<file path="src/rtl/mux_arbiter_pkg.sv">
`default_nettype none
// ============================================================================
// Module      : mux_arbiter_pkg
// Description : Shared constants and types for the four-requester
//               round-robin mux arbiter and its rotating-priority picker.
// Revision    : 1.0 - initial release
// ============================================================================
package mux_arbiter_pkg;

  localparam int N_REQ = 4;
  localparam int SEL_W = 2;

  // Packet state: IDLE re-arbitrates each beat, LOCKED holds the grant
  typedef enum logic [0:0] {
    IDLE   = 1'b0,
    LOCKED = 1'b1
  } state_e;

  // Reset values for the output data slot and the select/pointer registers
  localparam logic             RST_DATA_BIT = 1'b0;
  localparam logic [SEL_W-1:0] RST_PTR      = '0;

endpackage
`default_nettype wire

</file>
<file path="src/rtl/mux_arbiter_if.sv">
`default_nettype none
// ============================================================================
// Module      : mux_arbiter_if
// Description : Requester-side valid/ready bundle plus the registered output
//               slot of the mux arbiter. 'slave' is the arbiter's view,
//               'master' is the view of the requesters and the consumer.
// Revision    : 1.0 - initial release
// ============================================================================
interface mux_arbiter_if #(
  parameter int DATA_W = 32
);
  logic [3:0]          req_valid;
  logic [3:0]          req_last;
  logic [4*DATA_W-1:0] req_data;
  logic [3:0]          req_ready;
  logic                out_valid;
  logic [DATA_W-1:0]   out_data;
  logic [1:0]          out_sel;
  logic                out_last;
  logic                out_ready;

  modport slave (
    input  req_valid, req_last, req_data, out_ready,
    output req_ready, out_valid, out_data, out_sel, out_last
  );

  modport master (
    output req_valid, req_last, req_data, out_ready,
    input  req_ready, out_valid, out_data, out_sel, out_last
  );
endinterface
`default_nettype wire

</file>
<file path="src/rtl/mux_arbiter_rr_pick.sv">
`default_nettype none
// ============================================================================
// Module      : rr_pick
// Description : Combinational 4-way rotating-priority picker. Returns the
//               first valid index found starting at rr_ptr_i and wrapping.
//               grant_o is meaningful only when any_valid_o is high.
// Revision    : 1.0 - initial release
// ============================================================================
module rr_pick
  import mux_arbiter_pkg::*;
(
  input  logic [N_REQ-1:0] req_valid_i,
  input  logic [SEL_W-1:0] rr_ptr_i,
  output logic [SEL_W-1:0] grant_o,
  output logic             any_valid_o
);

  logic [N_REQ-1:0] w_rot;
  logic [SEL_W-1:0] w_off;

  // Rotate so bit 0 is the highest-priority requester (index wraps in SEL_W bits)
  always_comb begin
    w_rot = '0;
    for (int j = 0; j < N_REQ; j++) begin
      w_rot[j] = req_valid_i[rr_ptr_i + j[SEL_W-1:0]];
    end
  end

  // Lowest set bit of the rotated vector is the winning offset
  always_comb begin
    w_off = '0;
    for (int k = N_REQ - 1; k >= 0; k--) begin
      if (w_rot[k]) w_off = k[SEL_W-1:0];
    end
  end

  assign grant_o     = rr_ptr_i + w_off;
  assign any_valid_o = |req_valid_i;

endmodule
`default_nettype wire

</file>
<file path="src/rtl/mux_arbiter.sv">
`default_nettype none
// ============================================================================
// Module      : mux_arbiter
// Description : Four-requester round-robin arbiter in front of a registered
//               4:1 data mux. Handshaked valid/ready on both sides, one beat
//               per cycle, optional packet lock.
//               Macro MUX_ARBITER_LOCK_EN: when defined, the grant is held
//               from the first beat of a packet through its req_last beat.
// Revision    : 1.0 - initial release
// ============================================================================
module mux_arbiter
  import mux_arbiter_pkg::*;
#(
  parameter int DATA_W = 32
) (
  input  logic          clk,
  input  logic          rst_n,
  mux_arbiter_if.slave  bus
);

  logic [SEL_W-1:0]  w_pick;
  logic              w_any;
  logic [SEL_W-1:0]  w_gsel;
  logic              w_gok;
  logic              w_load;
  logic [N_REQ-1:0]  w_ready;
  logic              w_accept;
  logic [DATA_W-1:0] w_gdata;
  logic              w_glast;
  logic [SEL_W-1:0]  rr_ptr_d;

  logic              out_valid_q;
  logic [DATA_W-1:0] out_data_q;
  logic [SEL_W-1:0]  out_sel_q;
  logic              out_last_q;
  logic [SEL_W-1:0]  rr_ptr_q;

`ifdef MUX_ARBITER_LOCK_EN
  state_e            state_q;
  logic [SEL_W-1:0]  lock_sel_q;
`endif

  rr_pick u_pick (
    .req_valid_i (bus.req_valid),
    .rr_ptr_i    (rr_ptr_q),
    .grant_o     (w_pick),
    .any_valid_o (w_any)
  );

  // Slot can take a beat when empty or being drained this cycle
  assign w_load = !out_valid_q || bus.out_ready;

  // Current grant: held lock owner while locked (ready even without valid),
  // otherwise the round-robin pick when any requester is valid
  always_comb begin
`ifdef MUX_ARBITER_LOCK_EN
    if (state_q == LOCKED) begin
      w_gsel = lock_sel_q;
      w_gok  = 1'b1;
    end else begin
      w_gsel = w_pick;
      w_gok  = w_any;
    end
`else
    w_gsel = w_pick;
    w_gok  = w_any;
`endif
  end

  // One-hot ready to the granted requester; no dependence on req_data
  always_comb begin
    w_ready = '0;
    if (w_load && w_gok) w_ready[w_gsel] = 1'b1;
  end

  assign w_accept = w_load && w_gok && bus.req_valid[w_gsel];
  assign w_gdata  = bus.req_data[w_gsel*DATA_W +: DATA_W];
  assign w_glast  = bus.req_last[w_gsel];
  assign rr_ptr_d = w_gsel + {{(SEL_W-1){1'b0}}, 1'b1};

  // Output slot and round-robin pointer: load on accept, clear on bare drain
  always_ff @(posedge clk or negedge rst_n) begin
    if (!rst_n) begin
      out_valid_q <= 1'b0;
      out_data_q  <= {DATA_W{RST_DATA_BIT}};
      out_sel_q   <= RST_PTR;
      out_last_q  <= 1'b0;
      rr_ptr_q    <= RST_PTR;
    end else if (w_accept) begin
      out_valid_q <= 1'b1;
      out_data_q  <= w_gdata;
      out_sel_q   <= w_gsel;
      out_last_q  <= w_glast;
      rr_ptr_q    <= rr_ptr_d;
    end else if (bus.out_ready && out_valid_q) begin
      out_valid_q <= 1'b0;
    end
  end

`ifdef MUX_ARBITER_LOCK_EN
  // Packet lock FSM: enter on a non-last accepted beat, leave on the last one
  always_ff @(posedge clk or negedge rst_n) begin
    if (!rst_n) begin
      state_q    <= IDLE;
      lock_sel_q <= RST_PTR;
    end else if (w_accept) begin
      case (state_q)
        IDLE: begin
          if (!w_glast) begin
            state_q    <= LOCKED;
            lock_sel_q <= w_gsel;
          end
        end
        LOCKED: begin
          if (w_glast) state_q <= IDLE;
        end
        default: state_q <= IDLE;
      endcase
    end
  end
`endif

  assign bus.req_ready = w_ready;
  assign bus.out_valid = out_valid_q;
  assign bus.out_data  = out_data_q;
  assign bus.out_sel   = out_sel_q;
  assign bus.out_last  = out_last_q;

endmodule
`default_nettype wire
</file>
<file path="src/flat_wrapper.sv">
// flat-port wrapper written by rule: the top's interface ports become plain ports
module mux_arbiter_flat import mux_arbiter_pkg::*;
#(
  parameter int DATA_W = 32
)
  (clk, rst_n, bus_req_valid, bus_req_last, bus_req_data, bus_out_ready, bus_req_ready, bus_out_valid, bus_out_data, bus_out_sel, bus_out_last);
  mux_arbiter_if #(.DATA_W(DATA_W)) bus_i ();
  input  logic clk;
  input  logic rst_n;
  input wire logic [$bits(bus_i.req_valid)-1:0] bus_req_valid;
  input wire logic [$bits(bus_i.req_last)-1:0] bus_req_last;
  input wire logic [$bits(bus_i.req_data)-1:0] bus_req_data;
  input wire logic [$bits(bus_i.out_ready)-1:0] bus_out_ready;
  output wire logic [$bits(bus_i.req_ready)-1:0] bus_req_ready;
  output wire logic [$bits(bus_i.out_valid)-1:0] bus_out_valid;
  output wire logic [$bits(bus_i.out_data)-1:0] bus_out_data;
  output wire logic [$bits(bus_i.out_sel)-1:0] bus_out_sel;
  output wire logic [$bits(bus_i.out_last)-1:0] bus_out_last;
  assign bus_i.req_valid = bus_req_valid;
  assign bus_i.req_last = bus_req_last;
  assign bus_i.req_data = bus_req_data;
  assign bus_i.out_ready = bus_out_ready;
  assign bus_req_ready = bus_i.req_ready;
  assign bus_out_valid = bus_i.out_valid;
  assign bus_out_data = bus_i.out_data;
  assign bus_out_sel = bus_i.out_sel;
  assign bus_out_last = bus_i.out_last;
  mux_arbiter #(.DATA_W(DATA_W)) u_core (.clk(clk), .rst_n(rst_n), .bus(bus_i));
endmodule
</file>
<file path="config.mk">
export PLATFORM = sky130hd
export DESIGN_NAME = mux_arbiter_flat
export DESIGN_NICKNAME = d
export VERILOG_FILES = /design/src/rtl/mux_arbiter_pkg.sv /design/src/rtl/mux_arbiter_if.sv /design/src/rtl/mux_arbiter_rr_pick.sv /design/src/rtl/mux_arbiter.sv /design/src/flat_wrapper.sv
export SDC_FILE = /design/constraint.sdc
export NUM_CORES = 1
export LEC_CHECK = 0
export CAP_MARGIN = 10
export CORE_MARGIN = 10
export CORE_UTILIZATION = 40
export DETAILED_ROUTE_END_ITERATION = 6
export DONT_BUFFER_PORTS = 1
export GPL_TIMING_DRIVEN = 0
export PLACE_DENSITY_LB_ADDON = 0.25
export RECOVER_POWER = 100
export SKIP_CTS_REPAIR_TIMING = 1
export SLEW_MARGIN = 40
export SYNTH_ARGS = -nofsm -noshare
export SYNTH_HDL_FRONTEND = slang
export SYNTH_SLANG_ARGS = --single-unit
</file>
<file path="constraint.sdc">
create_clock -name clk -period 3.9 [get_ports clk]
set_input_delay 0.195 -clock clk [delete_from_list [all_inputs] [get_ports clk]]
set_output_delay 0.195 -clock clk [all_outputs]
set_load 0.005 [all_outputs]
</file>
# Yosys cells after proc, flatten, opt, wreduce, memory -nomap -nowiden
# Index checks and enable logic that the tools add are counted.
# Widths: inputs -> output; s select.
# op_classes
addsub	5
order_cmp	6
n_reduce_logical	8
muxes	21
n_shift	1
# op_table
op	n
$shiftx 128x8->32	1
$lt 2x3->1 const B	5
$bmux 1 s2	6
$mux 1	9
$mux 2	4
$add 2x1->2 const B	2
$add 2x2->2 const B	2
$logic_and 1x1->1	4
$mux 4	1
$reduce_or 4->1	1
$add 2x2->2	1
$demux 1 s2	1
$ge 2x1->1 const B	1
$reduce_bool 2->1	1
$logic_not 1->1	1
$logic_or 1x1->1	1
# totals
inputBits	139
out_inout_bits	40
word_cells	46
reg_bits	38

# Depth between registers and ports, before layout
# Gate-level depths: netlist of run 1.
# depth
depth_word	13
depth_mapped	13
ltp_nobuf	11

# Cells and area by module
# A second synthesis of run 1 with hierarchy kept.
# hier_totals
cells_unflattened	166
area_unflattened_um2	2668.8
# by_module_without_submodules
module	n_inst	cells_each	seq_area_each_um2	area_each_um2
mux_arbiter	1	141	950.9	2502.4
rr_pick	1	25	0.0	166.4

# Least setup slack after synthesis of run 1
# Ideal clock, no wire load.
# synth_path
path_kind	register -> register
from	register u_core.rr_ptr_q[0]
to	register u_core.out_data_q[10] (netlist: u_core.bus.out_data[10])
arrival_time_ns	2.823
path_stages_with_launch	11
required_time_ns	3.775
synth_period_minus_slack_ns	2.947
setup_ns	0.125
path_buffers	4
setup_slack_ns	0.953
path_cell_list	dfrtp_1 -> buf_2 -> or4_1 -> nand3_1 -> ha_1 -> clkbuf_1 -> clkbuf_1 -> clkbuf_1 -> mux2i_1 -> mux2i_1 -> mux2_2
# synth_via
elab_chain_cells	11
elab_cells_between_ends	20
cone_classes	add/sub (4); shift (1); mux (14); reduce/logical (1)
# synth_lines
item	line_no	text
start: declaration	mux_arbiter.sv:36	logic [SEL_W-1:0] rr_ptr_q;
start signal: assignment	mux_arbiter.sv:94	rr_ptr_q <= rr_ptr_d;
$add 2x2->2	mux_arbiter_rr_pick.sv:25	w_rot[j] = req_valid_i[rr_ptr_i + j[SEL_W-1:0]];
$bmux 1 s2	mux_arbiter_rr_pick.sv:25	
$mux 1 (implied by the code)	mux_arbiter_rr_pick.sv:25	
$mux 2 (4 in series)	mux_arbiter_rr_pick.sv:33	if (w_rot[k]) w_off = k[SEL_W-1:0];
$add 2x2->2 *	mux_arbiter_rr_pick.sv:37	assign grant_o = rr_ptr_i + w_off;
net u_core.u_pick.grant_o[0]	mux_arbiter_rr_pick.sv:14	output logic [SEL_W-1:0] grant_o,
branches (longest 3 deep; another with $shiftx 128x8->32)	-	
end signal: assignment	mux_arbiter.sv:85	out_data_q <= {DATA_W{RST_DATA_BIT}};
end signal: assignment	mux_arbiter.sv:91	out_data_q <= w_gdata;
end: declaration	mux_arbiter.sv:33	logic [DATA_W-1:0] out_data_q;
# Mark *: on every way through the listed nets, which the timed path passes. The select of a mux whose other input is x is not followed.
# A chain may end at the register's enable or synchronous reset.

# Worst setup path after layout of run 1
# layout_path
from	register u_core.rr_ptr_q[0]
to	register u_core.out_data_q[26] (netlist: u_core.bus.out_data[26])
# The elaborated chain is that of the path after synthesis.

==> results of run 1 <==
-- kinds of logic after synthesis --
logic type / synth area share, %
and+or+nand+nor: 4.77
adders and majority gates: 0.445
AOI/OAI and AO/OA: 3.79
xor gates and xnor gates: 1.51
buffers and inverters: 5.39
DFF: 33.9
muxes: 50.2
-- through the flow --
stage / total power, µW / cells / util [%] / setup WS [ns]
after CTS: 4380 / 335 / 44.7 / 0.189
after floorplan: 3430 / 231 / - / 0.953
after global placement: 3970 / 327 / 43.1 / 0.261
after detailed placement: 4030 / 327 / 43.1 / 0.231
final: 4220 / 337 / 44.8 / 0.320
after global routing: 4610 / 337 / 44.8 / 0.0552
-- flip-flops by register name (all words and copies together), names as in the netlist --
register	count
u_core.bus.out_data	32
u_core.bus.out_sel	2
u_core.rr_ptr_q	2
u_core.bus.out_last	1
u_core.bus.out_valid	1
-- power groups by stage --
| stage | Combinational [µW] | Sequential, µW | Clock [µW] |
|---|---|---|---|
| 4_1_cts | 3200 | 829 | 344 |
| 2_1_floorplan | 2670 | 758 | 0 |
| 3_5_place_dp | 3200 | 831 | 0 |
| 3_3_place_gp | 3140 | 832 | 0 |
| 6_report | 3080 | 817 | 325 |
| 5_1_grt | 3390 | 852 | 359 |
-- final cells by class --
cell class | instances | area (µm²)
fill | 654 | 3750
buffer | 20 | 138
multi-input combinational | 169 | 1700
sequential | 38 | 951
timing repair buffer | 2 | 13.8
tap | 96 | 120
clock buffer | 7 | 76.3
inverter | 4 | 15.0
clock inverter | 1 | 30.0
-- cells in the final DEF, fill, tap and decap left out, drive strengths merged, types with 4 or more instances in the layout --
| cell type | Yosys | layout |
|---|---|---|
| mux4 | 6 | 6 |
| dfrtp | 38 | 38 |
| buf | 12 | 11 |
| nor2 | 9 | 9 |
| mux2 | 34 | 34 |
| nor3 | 5 | 5 |
| mux2i | 87 | 87 |
| clkbuf | 8 | 17 |
| inv | 4 | 4 |
-- per-layer routing --
metal / GRT usage (%) / wire length (µm) / up-vias
met2: 24.2 / 3870 / 128
li1: - / - / 876
met4: 3.88 / 76 / 2
met5: 0 / 20 / -
met3: 6.94 / 890 / 9
met1: 17.5 / 3450 / 906
-- how the worst min path moves through the flow --
stage,end,cells past startpoint
2_1_floorplan,u_core.bus.out_data[0],0
3_3_place_gp,u_core.bus.out_data[0],0
3_5_place_dp,u_core.bus.out_data[0],0
4_1_cts,u_core.bus.out_data[2],0
5_1_grt,u_core.bus.out_valid,2
6_report,u_core.bus.out_valid,2
-- worst max-delay path, delay by kind of cell, from the launching register on --
| family | cells | cell delay (ns) |
|---|---|---|
| buffers and inverters | 4 | 1.66 |
| muxes | 3 | 0.67 |
| and+or+nand+nor | 2 | 0.61 |
| DFF | 1 | 0.40 |
| adders and majority gates | 1 | 0.12 |
==> results.txt, run 1 <==
- No sink is reached through more buffers than the 2 on the longest clock path.
- Register area share after synthesis: approximately 34%
- EDFF count, synth: 0
* Final Hold Violating Endpoints: 0
- Top area cells in the synthesized netlist: sky130_fd_sc_hd__dfrtp_1 34%, sky130_fd_sc_hd__mux2i_1 31%, sky130_fd_sc_hd__mux2_2 12%
- Slowest stage cell, crit path: sky130_fd_sc_hd__clkbuf_1
- The finished cells cover slightly above 3000 µm².
- Vias after detailed routing: between 1500 and 2000
- Hold path startpoint: bus_out_ready
- Setup crit end kind: flop
- Final clock skew: 0.00783 ns
- Of the post-synthesis cell area, the dominant cell type holds about a third.
- The critical path ends at u_core.bus.out_data[26].
- Worst-path clk slew: 0.08 ns
- Clock network fraction of design power: under 10%
* Antenna-violating nets left: 0
- Data on the critical path is required at its endpoint by 4.07 ns.
- Routed vias/inst: 5.70
* Switching share of power: between 40 and 50%
- In this run the worst path has a maximum fanout of 10.
- Counting flops with an async set or reset pin after synthesis yields a share of 100%.
- Adding up every negative setup slack in the final design gives 0 ns.
* Placed Area: about 2900 µm²
- The worst pin sits at a relative slew slack of -41.6%.
* Most numerous cell types in the synthesized netlist: 87 x sky130_fd_sc_hd__mux2i_1, 38 x sky130_fd_sc_hd__dfrtp_1, 30 x sky130_fd_sc_hd__mux2_2
* Detailed Routing Iterations Pass 1: 4
- Pins over their slew limit: 39
* Starting density of the core: between 40% and 50%
* Endpoint of the most critical register-to-register path: u_core.bus.out_data[26]
- Placeable core region: 6790 µm²
- Initial antenna violation count: 1
* RSZ-0062 raised after global routing: no
* Site row count: 30
- Latest clock arrival within the worst-skew pair: roughly 0.28 ns
- Detailed placement ended at an HPWL of 6690 µm.
* Type of the tightest min-delay check: in2reg
* Number of design-rule violations left by the first detailed-router iteration: approximately 110
- The die is 104 µm wide.
- Of the cells placed in the final design, the portion with a size suffix greater than 1 is 23.7%.
- Static timing analysis puts the maximum clock frequency at between 200 and 300 MHz.
* Remaining Overflow, GRT: 0
- Compared with the post-synthesis result, the final layout area differs by 8.37%.
* Total power per unit cell area: roughly 1400 nW/µm²
- Counting every instance in the synthesized netlist gives 231.
* Wire length of the first global-routing pass: 13100 µm
- Setup violations remaining at the end of the flow were counted as 0.
* Count of unique library cells instantiated by Yosys: 34
- Leakage dissipation: roughly 0.0014 µW
- Total routing usage reported by global routing: between 10 and 15%
- The clock tree synthesis step divided the H-tree into 2 levels.
- The worst setup path is launched from a flop.
- Synthesis inferred 38 register bits.
- Dividing the detail-routed wire length by the instance count gives ~25 µm.
- Prevailing post-synth register cell: sky130_fd_sc_hd__dfrtp_1
- Part of the cycle the worst path needs: 91.8%
* Antenna cells: 0
- TritonCTS built the clock tree.
* Vias in the first global route: roughly 2200
* Top-count cell post-synth: sky130_fd_sc_hd__mux2i_1
- Counting stages on the worst path, the most repeated cell is sky130_fd_sc_hd__clkbuf_1.
* Worst-path cell chain: buf_2 > or4_1 > nand3_1 > ha_1 > clkbuf_1 > clkbuf_1 > clkbuf_1 > mux2i_1 > mux2i_1 > mux2_2
- Post-Synthesis Net Count: between 300 and 400
- Dividing the synthesized area by the synthesized cell count gives 12.2 µm².
* Number of primary I/O pins: 179
- Area enclosed by the die boundary: roughly 11000 µm²
- Tracing the worst setup path back leads to its startpoint at u_core.rr_ptr_q[0].
- Number of clock buffers inserted by TritonCTS: 5
- Fin Hold WS: around 0.2 ns
- Internal power: ~2400 µW
* Clock Sink Count: 38
* Depth of the most critical reg-to-reg path: 10
- The final reports fail on max-capacitance violations, max-slew violations.
- Total wirelength of the detailed-routed design: about 8300 µm
- Per report_power, the sequential group accounts for about a fifth of the total.
* Max VDD drop: 834 µV
- Combinational fraction of design power: between 70% and 80%
* Height of the die: just over 100 µm
- Across the run, the number of max-cap violations was 1.
* Residual DRC count: 0
* WP data arrival: about 3.8 ns
- Last weighted congestion value of the routability-driven placer: 0.744
- Worst R2R Setup Slack: between 0.3 and 0.4 ns
- Status: finished, violations left
* Maximum number of pins on one net before global-route repair: 39
- Count of synthesis-stage warnings from yosys: 0
* Clock Tree Root: sky130_fd_sc_hd__clkbuf_8
- At the end of the flow, the number of nets in the layout was 380.
- Slowest stage delay, CP: between 0.6 and 0.7 ns
- Port Buf Inserts: 0
- At the pin with the least slew margin, the transition time is between 2 and 2.5 ns.
- Area leader, netlist: sky130_fd_sc_hd__dfrtp_1
- Period minus WS final: between 3 and 4 ns
* Startpoint of the worst-slack reg-to-reg timing path: u_core.rr_ptr_q[0]
* Switching power summed over all nets: about 1800 µW
- Post-synthesis cell area: 2810 µm²
- Kind of critical path: reg2reg
(Power assumes the default switching activity.)
==> run 2, diff against run 1 <==
- CTS_BUF_LIST: not set -> sky130_fd_sc_hd__clkbuf_2 sky130_fd_sc_hd__clkbuf_4 sky130_fd_sc_hd__clkbuf_8
==> run 2 against run 1 <==
Compared with the run above: the run still ends with max-capacitance violations, max-slew violations left; critical path type unchanged; largest power group unchanged; first-iteration DRC count fell by 2.8%; flip-flop and latch count stayed put; hold slack barely moved; critical endpoint unchanged.
==> results.txt, run 2 (synthesized netlist as in run 1, its figures left out) <==
- The area used by multi-input combinational logic is 1700 µm² (unchanged).
- Number of maximum-capacitance violations: 1 (unchanged)
- The kind of launch point of the worst setup path is a flop (unchanged).
* Setup crit end kind: flop (unchanged)
* Depth of the most critical reg-to-reg path: 10 (unchanged)
- Destination of the worst hold path: u_core.bus.out_valid (unchanged)
* Violations in the final reports: max-capacitance violations, max-slew violations (unchanged)
- The source of the worst hold timing path was bus_out_ready (unchanged).
* Status: finished, violations left (unchanged)
* Number of cells in the design after placement: 327 (unchanged)
- Leakage dissipation: 0.00140 µW (about the same)
- The maximum resistive drop on vdd came to 834 µV (about the same).
* Initial antenna violation count: 1 (unchanged)
- The first-pass iteration count of the detailed router was 4 (unchanged).
- Total wirelength of the detailed-routed design: 8310 µm (about the same)
- Final Hold Violating Endpoints: 0 (unchanged)
- The total area of sequential cells came to 951 µm² (unchanged).
- Most frequent cells in the layout: 87 x sky130_fd_sc_hd__mux2i_1, 38 x sky130_fd_sc_hd__dfrtp_1, 29 x sky130_fd_sc_hd__mux2_2 (unchanged).
- The vias per cell is 5.69 (was 5.70).
- Clock Tree Root: sky130_fd_sc_hd__clkbuf_8 (unchanged)
- Accumulated negative setup slack: 0 ns (unchanged)
* Antenna cells: 0 (unchanged)
- The first-iteration detailed-routing DRC count came to 104 (was 107).
* Startpoint of the worst-slack reg-to-reg timing path: u_core.rr_ptr_q[0] (unchanged)
- The height of the chip is 104 µm (unchanged).
- The pin count of the biggest net entering global routing was 39 (unchanged).
- Share of cells above drive strength 1: 24.5% (was 23.7%)
- Total routing usage reported by global routing: 15.0% (unchanged)
- Wire length of the first global-routing pass: 13100 µm (unchanged)
* Number of clock buffers inserted by TritonCTS: 5 (unchanged)
- The peak clock frequency supported by timing is 279 MHz (about the same).
- Worst-path cell chain: buf_2 > or4_1 > nand3_1 > ha_1 > clkbuf_1 > clkbuf_1 > clkbuf_1 > mux2i_1 > mux2i_1 > mux2_2 (unchanged).
- The arrival time of data at the critical path endpoint was 3.75 ns (about the same).
- TritonCTS clock tree: done (unchanged)
- The slew at the pin closest to its max-slew limit came to 2.12 ns (about the same).
* Starting density of the core: 41.3% (unchanged)
- The count of H-tree levels built during CTS came to 2 (unchanged).
- Number of buffers on the longest clock path: 2 (unchanged)
- The routed via count came to 1919 (was 1921).
* Period minus WS final: 3.58 ns (about the same)
- Placeable core region: 6790 µm² (unchanged)
- Width of the die: 104 µm (unchanged)
- Worst-path clk slew: 0.08 ns (about the same)
- Final nets: 380 (unchanged)
* Area added between synthesis and finish: 8.64% (was 8.37%)
- Number of instances on the worst hold path: 2 (unchanged)
- The die area came to 10800 µm² (unchanged).
- Kind of critical path: reg2reg (unchanged)
* Final clock skew: 0.00788 ns (was 0.00783 ns)
- The number of placement rows is 30 (unchanged).
- The DRC violations left is 0 (unchanged).
- Antenna-violating nets left: 0 (unchanged)
- The final-layout fill cell count was 650 (was 654).
- The global-route congestion overflow total was 0 (unchanged).
* Detail Placement HPWL: 6690 µm (unchanged)
- The number of non-filler instances in the completed layout was 337 (unchanged).
- Final-report setup violation count: 0 (unchanged)
* Latest clock arrival within the worst-skew pair: 0.28 ns (about the same)
- Slew HR: -41.6% (about the same)
- Final core area utilization: 44.9% (was 44.8%)
- Required time reported for the critical path endpoint: 4.07 ns (about the same)
* Top cell by count, worst path: sky130_fd_sc_hd__clkbuf_1 (unchanged)
* Slowest stage delay, CP: 0.64 ns (about the same)
* Crit path max fanout: 10 (unchanged)
- The number of buffer cells added on primary ports came to 0 (unchanged).
- Routed WL per cell: 24.7 µm (about the same)
* Clock Sink Count: 38 (unchanged)
* Part of the cycle the worst path needs: 91.8% (about the same)
- The number of pins exceeding their max-slew limit in the final report was 39 (unchanged).
- Last weighted congestion value of the routability-driven placer: 0.744 (unchanged)
* RSZ-0062 raised after global routing: no (unchanged)
- Total power per unit cell area: 1390 nW/µm² (about the same)
- The flip-flop count of the largest register, all copies and words added was 32 (unchanged).
- Most frequent standard cell in the layout excluding fill and tap cells: sky130_fd_sc_hd__mux2i_1 (unchanged)
- The slowest stage cell on the critical path is sky130_fd_sc_hd__clkbuf_1 (unchanged).
- Number of primary I/O pins: 179 (unchanged)
- The endpoint of the lowest-slack register-to-register path is u_core.bus.out_data[26] (unchanged).
- Worst R2R Setup Slack: 0.32 ns (about the same)
* Vias in the first global route: 2235 (unchanged)
- Type of the tightest min-delay check: in2reg (unchanged)
run 2: cell types whose count changed in the layout (fill, tap and decap cells not counted):
cell                       previous run  this run
sky130_fd_sc_hd__clkbuf_1            10         8
sky130_fd_sc_hd__clkbuf_4             0         2
run 2: worst max-delay path, delay by kind of cell, from the launching register on:
| family | cells | cell delay [ns] |
|---|---|---|
| fa+ha+maj | 1 | 0.12 |
| mux | 3 | 0.67 |
| buf+inv | 4 | 1.66 |
| flops | 1 | 0.40 |
| simple gates | 2 | 0.61 |
run 2: worst max-delay path by stage:
stage / from / slack, ns / end
3_3_place_gp: u_core.rr_ptr_q[0] / 0.26 / u_core.bus.out_data[17]
6_report: u_core.rr_ptr_q[0] / 0.32 / u_core.bus.out_data[26]
3_5_place_dp: u_core.rr_ptr_q[0] / 0.23 / u_core.bus.out_data[23]
5_1_grt: u_core.rr_ptr_q[0] / 0.06 / u_core.bus.out_data[26]
4_1_cts: u_core.rr_ptr_q[0] / 0.19 / u_core.bus.out_data[28]
2_1_floorplan: u_core.rr_ptr_q[0] / 0.95 / u_core.bus.out_data[10]
run 2: cell type report:
class / count / share of cell area, %
multi-input cells: 169 / 55.7
flip-flops and latches: 38 / 31.2
plain buffers: 20 / 4.51
well taps: 96 / 3.94
clock buffers: 7 / 2.75
clock inverters: 1 / 0.984
inverters: 4 / 0.492
repair buffers: 2 / 0.451
run 2: power breakdown:
part | switching [µW] | total, µW | internal [µW]
clock | 134 | 339 | 205
combinational | 1480 | 3080 | 1600
sequential | 177 | 817 | 640
run 2: through the flow:
step | worst slack [ns] | total power (µW) | hold slack [ns] | instance area [µm²]
3_5_place_dp | 0.231 | 4030 | -0.0988 | 2930
2_1_floorplan | 0.953 | 3430 | -0.101 | 2810
4_1_cts | 0.189 | 4390 | -0.416 | 3040
5_1_grt | 0.0551 | 4620 | 0.211 | 3050
3_3_place_gp | 0.261 | 3970 | -0.0989 | 2930
6_report | 0.320 | 4240 | 0.197 | 3050
run 2: per-layer routing:
| layer | global-route usage, % | vias to the layer above | part of all wire, % |
|---|---|---|---|
| li1 | - | 876 | - |
| met1 | 17.5 | 904 | 42 |
| met2 | 24.2 | 128 | 47 |
| met3 | 6.94 | 9 | 11 |
| met4 | 3.88 | 2 | 0.91 |
| met5 | 0 | - | 0.24 |
==> run 3, diff against run 2 <==
- ABC_AREA: not set -> 1
- CORE_UTILIZATION: 40 -> 60
==> run 3 against run 2 <==
Compared with the run above: the run still ends with max-capacitance violations, max-slew violations left; wire length rose by 27%; design area increased by 8.9%; clock-buffer cell count stayed put; setup slack gained 0.43 ns; register-to-register slack better by 0.46 ns; non-clock buffer count is 20 higher; clock skew barely moved; sequential share of layout area decreased by 2.5 points; hold slack better by 0.030 ns; critical path type is now reg2out; core utilization increased by 21 points; critical path depth up 6.
==> results.txt, run 3 <==
- The endpoint of the lowest-slack register-to-register path was u_core.bus.out_data[30] (was u_core.bus.out_data[26]).
* Area added between synthesis and finish: 5.82% (was 8.64%)
* Final nets: 710 (was 380)
- CTS H-tree lvls: 2 (unchanged)
* Post-Synthesis Net Count: 700 (was 371)
- Kind of critical path: reg2out (was reg2reg)
* Worst-path clk slew: 0.08 ns (about the same)
* F_max: 318 MHz (was 279 MHz)
- The mean post-synth cell area is 5.61 µm² (was 12.2 µm²).
- Area enclosed by the die boundary: 8530 µm² (was 10800 µm²)
- Height of the die: 92.3 µm (was 104 µm)
* Hold path startpoint: bus_req_data[76] (was bus_out_ready)
- Starting density of the core: 61.9% (was 41.3%)
- Final Hold Violating Endpoints: 0 (unchanged)
- Clock Sink Count: 38 (unchanged)
* Routed vias/inst: 5.54 (was 5.69)
* Slowest stage cell, crit path: sky130_fd_sc_hd__dfrtp_1 (was sky130_fd_sc_hd__clkbuf_1)
- Top cell by count, worst path: sky130_fd_sc_hd__nand2_1 (was sky130_fd_sc_hd__clkbuf_1)
* Type of the tightest min-delay check: in2reg (unchanged)
- RSZ-0062 raised after global routing: no (unchanged)
* Most frequent standard cell in the layout excluding fill and tap cells: sky130_fd_sc_hd__nand2_1 (was sky130_fd_sc_hd__mux2i_1)
- Most frequent cells in the layout: 379 x sky130_fd_sc_hd__nand2_1, 74 x sky130_fd_sc_hd__nand3_1, 38 x sky130_fd_sc_hd__dfrtp_1 (was 87 x sky130_fd_sc_hd__mux2i_1, 38 x sky130_fd_sc_hd__dfrtp_1, 29 x sky130_fd_sc_hd__mux2_2)
- The number of global-route vias before repair is 3526 (was 2235).
* Tightest Pin Transition: 2.07 ns (was 2.12 ns)
* CP bufs+invs: 5 (was 4)
- The number of pins exceeding their max-slew limit in the final report came to 39 (unchanged).
* TritonCTS clock tree: done (unchanged)
* Category of cells accounting for the largest share of critical-path delay: simple AND/OR/NAND/NOR gates (was buffers and inverters)
- Top area cells in the synthesized netlist: sky130_fd_sc_hd__nand2_1 45%, sky130_fd_sc_hd__dfrtp_1 30%, sky130_fd_sc_hd__nand3_1 12% (was sky130_fd_sc_hd__dfrtp_1 34%, sky130_fd_sc_hd__mux2i_1 31%, sky130_fd_sc_hd__mux2_2 12%)
- Required time reported for the critical path endpoint: 3.70 ns (was 4.07 ns)
* WP data arrival: 2.95 ns (was 3.75 ns)
- The final-layout fill cell count is 520 (was 650).
- Max reg flops: 32 (unchanged)
* Slowest stage delay, CP: 0.40 ns (was 0.64 ns)
- Most numerous cell types in the synthesized netlist: 379 x sky130_fd_sc_hd__nand2_1, 73 x sky130_fd_sc_hd__nand3_1, 38 x sky130_fd_sc_hd__dfrtp_1 (was 87 x sky130_fd_sc_hd__mux2i_1, 38 x sky130_fd_sc_hd__dfrtp_1, 30 x sky130_fd_sc_hd__mux2_2).
- Detailed Routing Iterations Pass 1: 5 (was 4)
- Wire length of the first global-routing pass: 16900 µm (was 13100 µm)
* Maximum number of pins on one net before global-route repair: 39 (unchanged)
* Antenna-violating nets left: 0 (unchanged)
* Period minus WS final: 3.15 ns (was 3.58 ns)
- The biggest fanout along the worst timing path was 10 (unchanged).
* Number of design-rule violations left by the first detailed-router iteration: 188 (was 104)
- The die width is 92.3 µm (was 104 µm).
- Status: finished, violations left (unchanged)
- Source of the critical timing path: u_core.rr_ptr_q[0] (unchanged)
* Remaining Overflow, GRT: 0 (unchanged)
- Number of buffers on the longest clock path: 2 (unchanged)
- Placeable core region: 5070 µm² (was 6790 µm²)
* Number of maximum-capacitance violations: 1 (unchanged)
- The fraction of final layout cells sized beyond drive strength 1 was 4.90% (was 24.5%).
- The worst slew margin relative to its limit came to -37.7% (was -41.6%).
* Count of synthesis-stage warnings from yosys: 0 (unchanged)
- The number of distinct library cell variants in the gate-level netlist after synthesis came to 24 (was 34).
- Port Buf Inserts: 0 (unchanged)
* Vias after detailed routing: 3553 (was 1919)
* Final-report setup violation count: 0 (unchanged)
- Clock Tree Root: sky130_fd_sc_hd__clkbuf_8 (unchanged)
* EDFF count, synth: 0 (unchanged)
- Violations in the final reports: max-capacitance violations, max-slew violations (unchanged)
* Register area share after synthesis: 30.3% (was 33.9%)
- The dominant register cell in the synthesized netlist is sky130_fd_sc_hd__dfrtp_1 (unchanged).
- FFs w/ async S/R, synth: 100% (unchanged)
- Worst Setup EP: bus_req_ready[0] (was u_core.bus.out_data[26])
- Post-synthesis cell area: 3140 µm² (was 2810 µm²)
- The number of primary I/O pins was 179 (unchanged).
- The cell type with the largest total area after synthesis is sky130_fd_sc_hd__nand2_1 (was sky130_fd_sc_hd__dfrtp_1).
- Depth of the most critical reg-to-reg path: 20 (was 10)
* Top cell type's share of synthesized area: 45.3% (was 33.9%)
- Worst-path cell chain: buf_6 > inv_4 > nand2_1 > nand2_1 > nand2_1 > nand2_1 > a31oi_1 > nor2_1 > ha_1 > xor2_1 > inv_1 > nand3_1 > nand2_2 > buf_4 > buf_4 > nor3_1 (was buf_2 > or4_1 > nand3_1 > ha_1 > clkbuf_1 > clkbuf_1 > clkbuf_1 > mux2i_1 > mux2i_1 > mux2_2).
- Part of the cycle the worst path needs: 80.7% (was 91.8%)
* Top-count cell post-synth: sky130_fd_sc_hd__nand2_1 (was sky130_fd_sc_hd__mux2i_1)
- The total global-route track usage is 23.8% (was 15.0%).
- The total wirelength of the detailed-routed design came to 10600 µm (was 8310 µm).
* Initial antenna violation count: 0 (was 1)
* Kind of start point of the critical path: flop (unchanged)
* Accumulated negative setup slack: 0 ns (unchanged)
* Number of flip-flops and latches in the synthesized netlist: 38 (unchanged)
- Setup crit end kind: output pin (was flop)
* Last weighted congestion value of the routability-driven placer: 0.849 (was 0.744)
- Latest clock arrival within the worst-skew pair: 0.29 ns (was 0.28 ns)
- Final clock skew: 0.00781 ns (was 0.00788 ns)
* Residual DRC count: 0 (unchanged)
- Number of gates on the worst path with buffers counted: 16 (was 10)
* Startpoint of the worst-slack reg-to-reg timing path: u_core.rr_ptr_q[0] (unchanged)
- Site row count: 26 (was 30)
- The register-to-register path setup slack was 0.78 ns (was 0.32 ns).
* Antenna cells: 0 (unchanged)
- Routed WL per cell: 16.5 µm (was 24.7 µm)
- Synthesized instance count: 560 (was 231)
- Number of clock buffers inserted by TritonCTS: 5 (unchanged)
- The HPWL reported at the end of detailed placement is 8260 µm (was 6690 µm).
-- run 3: worst min path at each step --
stage | slack (ns) | end | depth (start not counted)
2_1_floorplan | -0.10 | u_core.bus.out_data[0] | 0
3_3_place_gp | -0.1 | u_core.bus.out_data[0] | 0
3_5_place_dp | -0.1 | u_core.bus.out_data[30] | 0
4_1_cts | -0.41 | u_core.bus.out_data[16] | 0
5_1_grt | 0.26 | u_core.bus.out_data[24] | 6
6_report | 0.23 | u_core.bus.out_data[12] | 6
-- run 3: routing by layer --
| layer | GRT usage (%) | share of wire [%] | up-vias |
|---|---|---|---|
| met3 | 8.31 | 9.9 | 13 |
| li1 | - | - | 1740 |
| met1 | 26.8 | 38 | 1626 |
| met5 | 0 | 0 | - |
| met4 | 5.66 | 0.96 | 0 |
| met2 | 42.2 | 51 | 174 |
-- run 3: tightest hold or removal path: stages --
cell	delay [ns]
sky130_fd_sc_hd__nand2_1	0.03
sky130_fd_sc_hd__nand2_1	0.05
sky130_fd_sc_hd__nand2_1	0.04
sky130_fd_sc_hd__nand2_1	0.05
sky130_fd_sc_hd__nand3_1	0.06
sky130_fd_sc_hd__nand2_1	0.06
-- run 3: area by class of cell --
| cell class | count | area [µm²] | share of cell area (%) |
|---|---|---|---|
| timing repair buffer | 3 | 23.8 | 0.716 |
| inverter | 12 | 47.5 | 1.43 |
| buffer | 39 | 201 | 6.06 |
| tap | 70 | 87.6 | 2.64 |
| clock inverter | 1 | 5.00 | 0.151 |
| multi-input combinational | 471 | 1920 | 57.7 |
| clock buffer | 7 | 90.1 | 2.71 |
| sequential | 38 | 951 | 28.6 |
-- run 3: cells by family after synthesis --
kind of cell             Yosys count  share of synthesized area (%)
AND/OR/NAND/NOR                  464                           59.8
AO/OA/AOI/OAI                      5                          0.917
adder cells (fa/ha/maj)            1                          0.399
XOR/XNOR                           1                          0.279
flip-flops                        38                           30.3
buffers and inverters             51                           8.29
-- run 3: through the flow --
step                      setup slack (ns)  instance area (µm²)  hold WS, ns  util (%)  std cells
after global placement                1.07                 3230      -0.0994      63.6        630
after detailed placement             0.992                 3230      -0.0994      63.6        630
after global routing                 0.447                 3320        0.262      65.5        641
final                                0.752                 3320        0.227      65.5        641
after CTS                            0.817                 3320       -0.413      65.5        638
after floorplan                       1.54                 3140       -0.101         -        560
Power of run 3 is not shown: default switching activity piles up to over one toggle a cycle in this logic, so the estimate is an artifact.
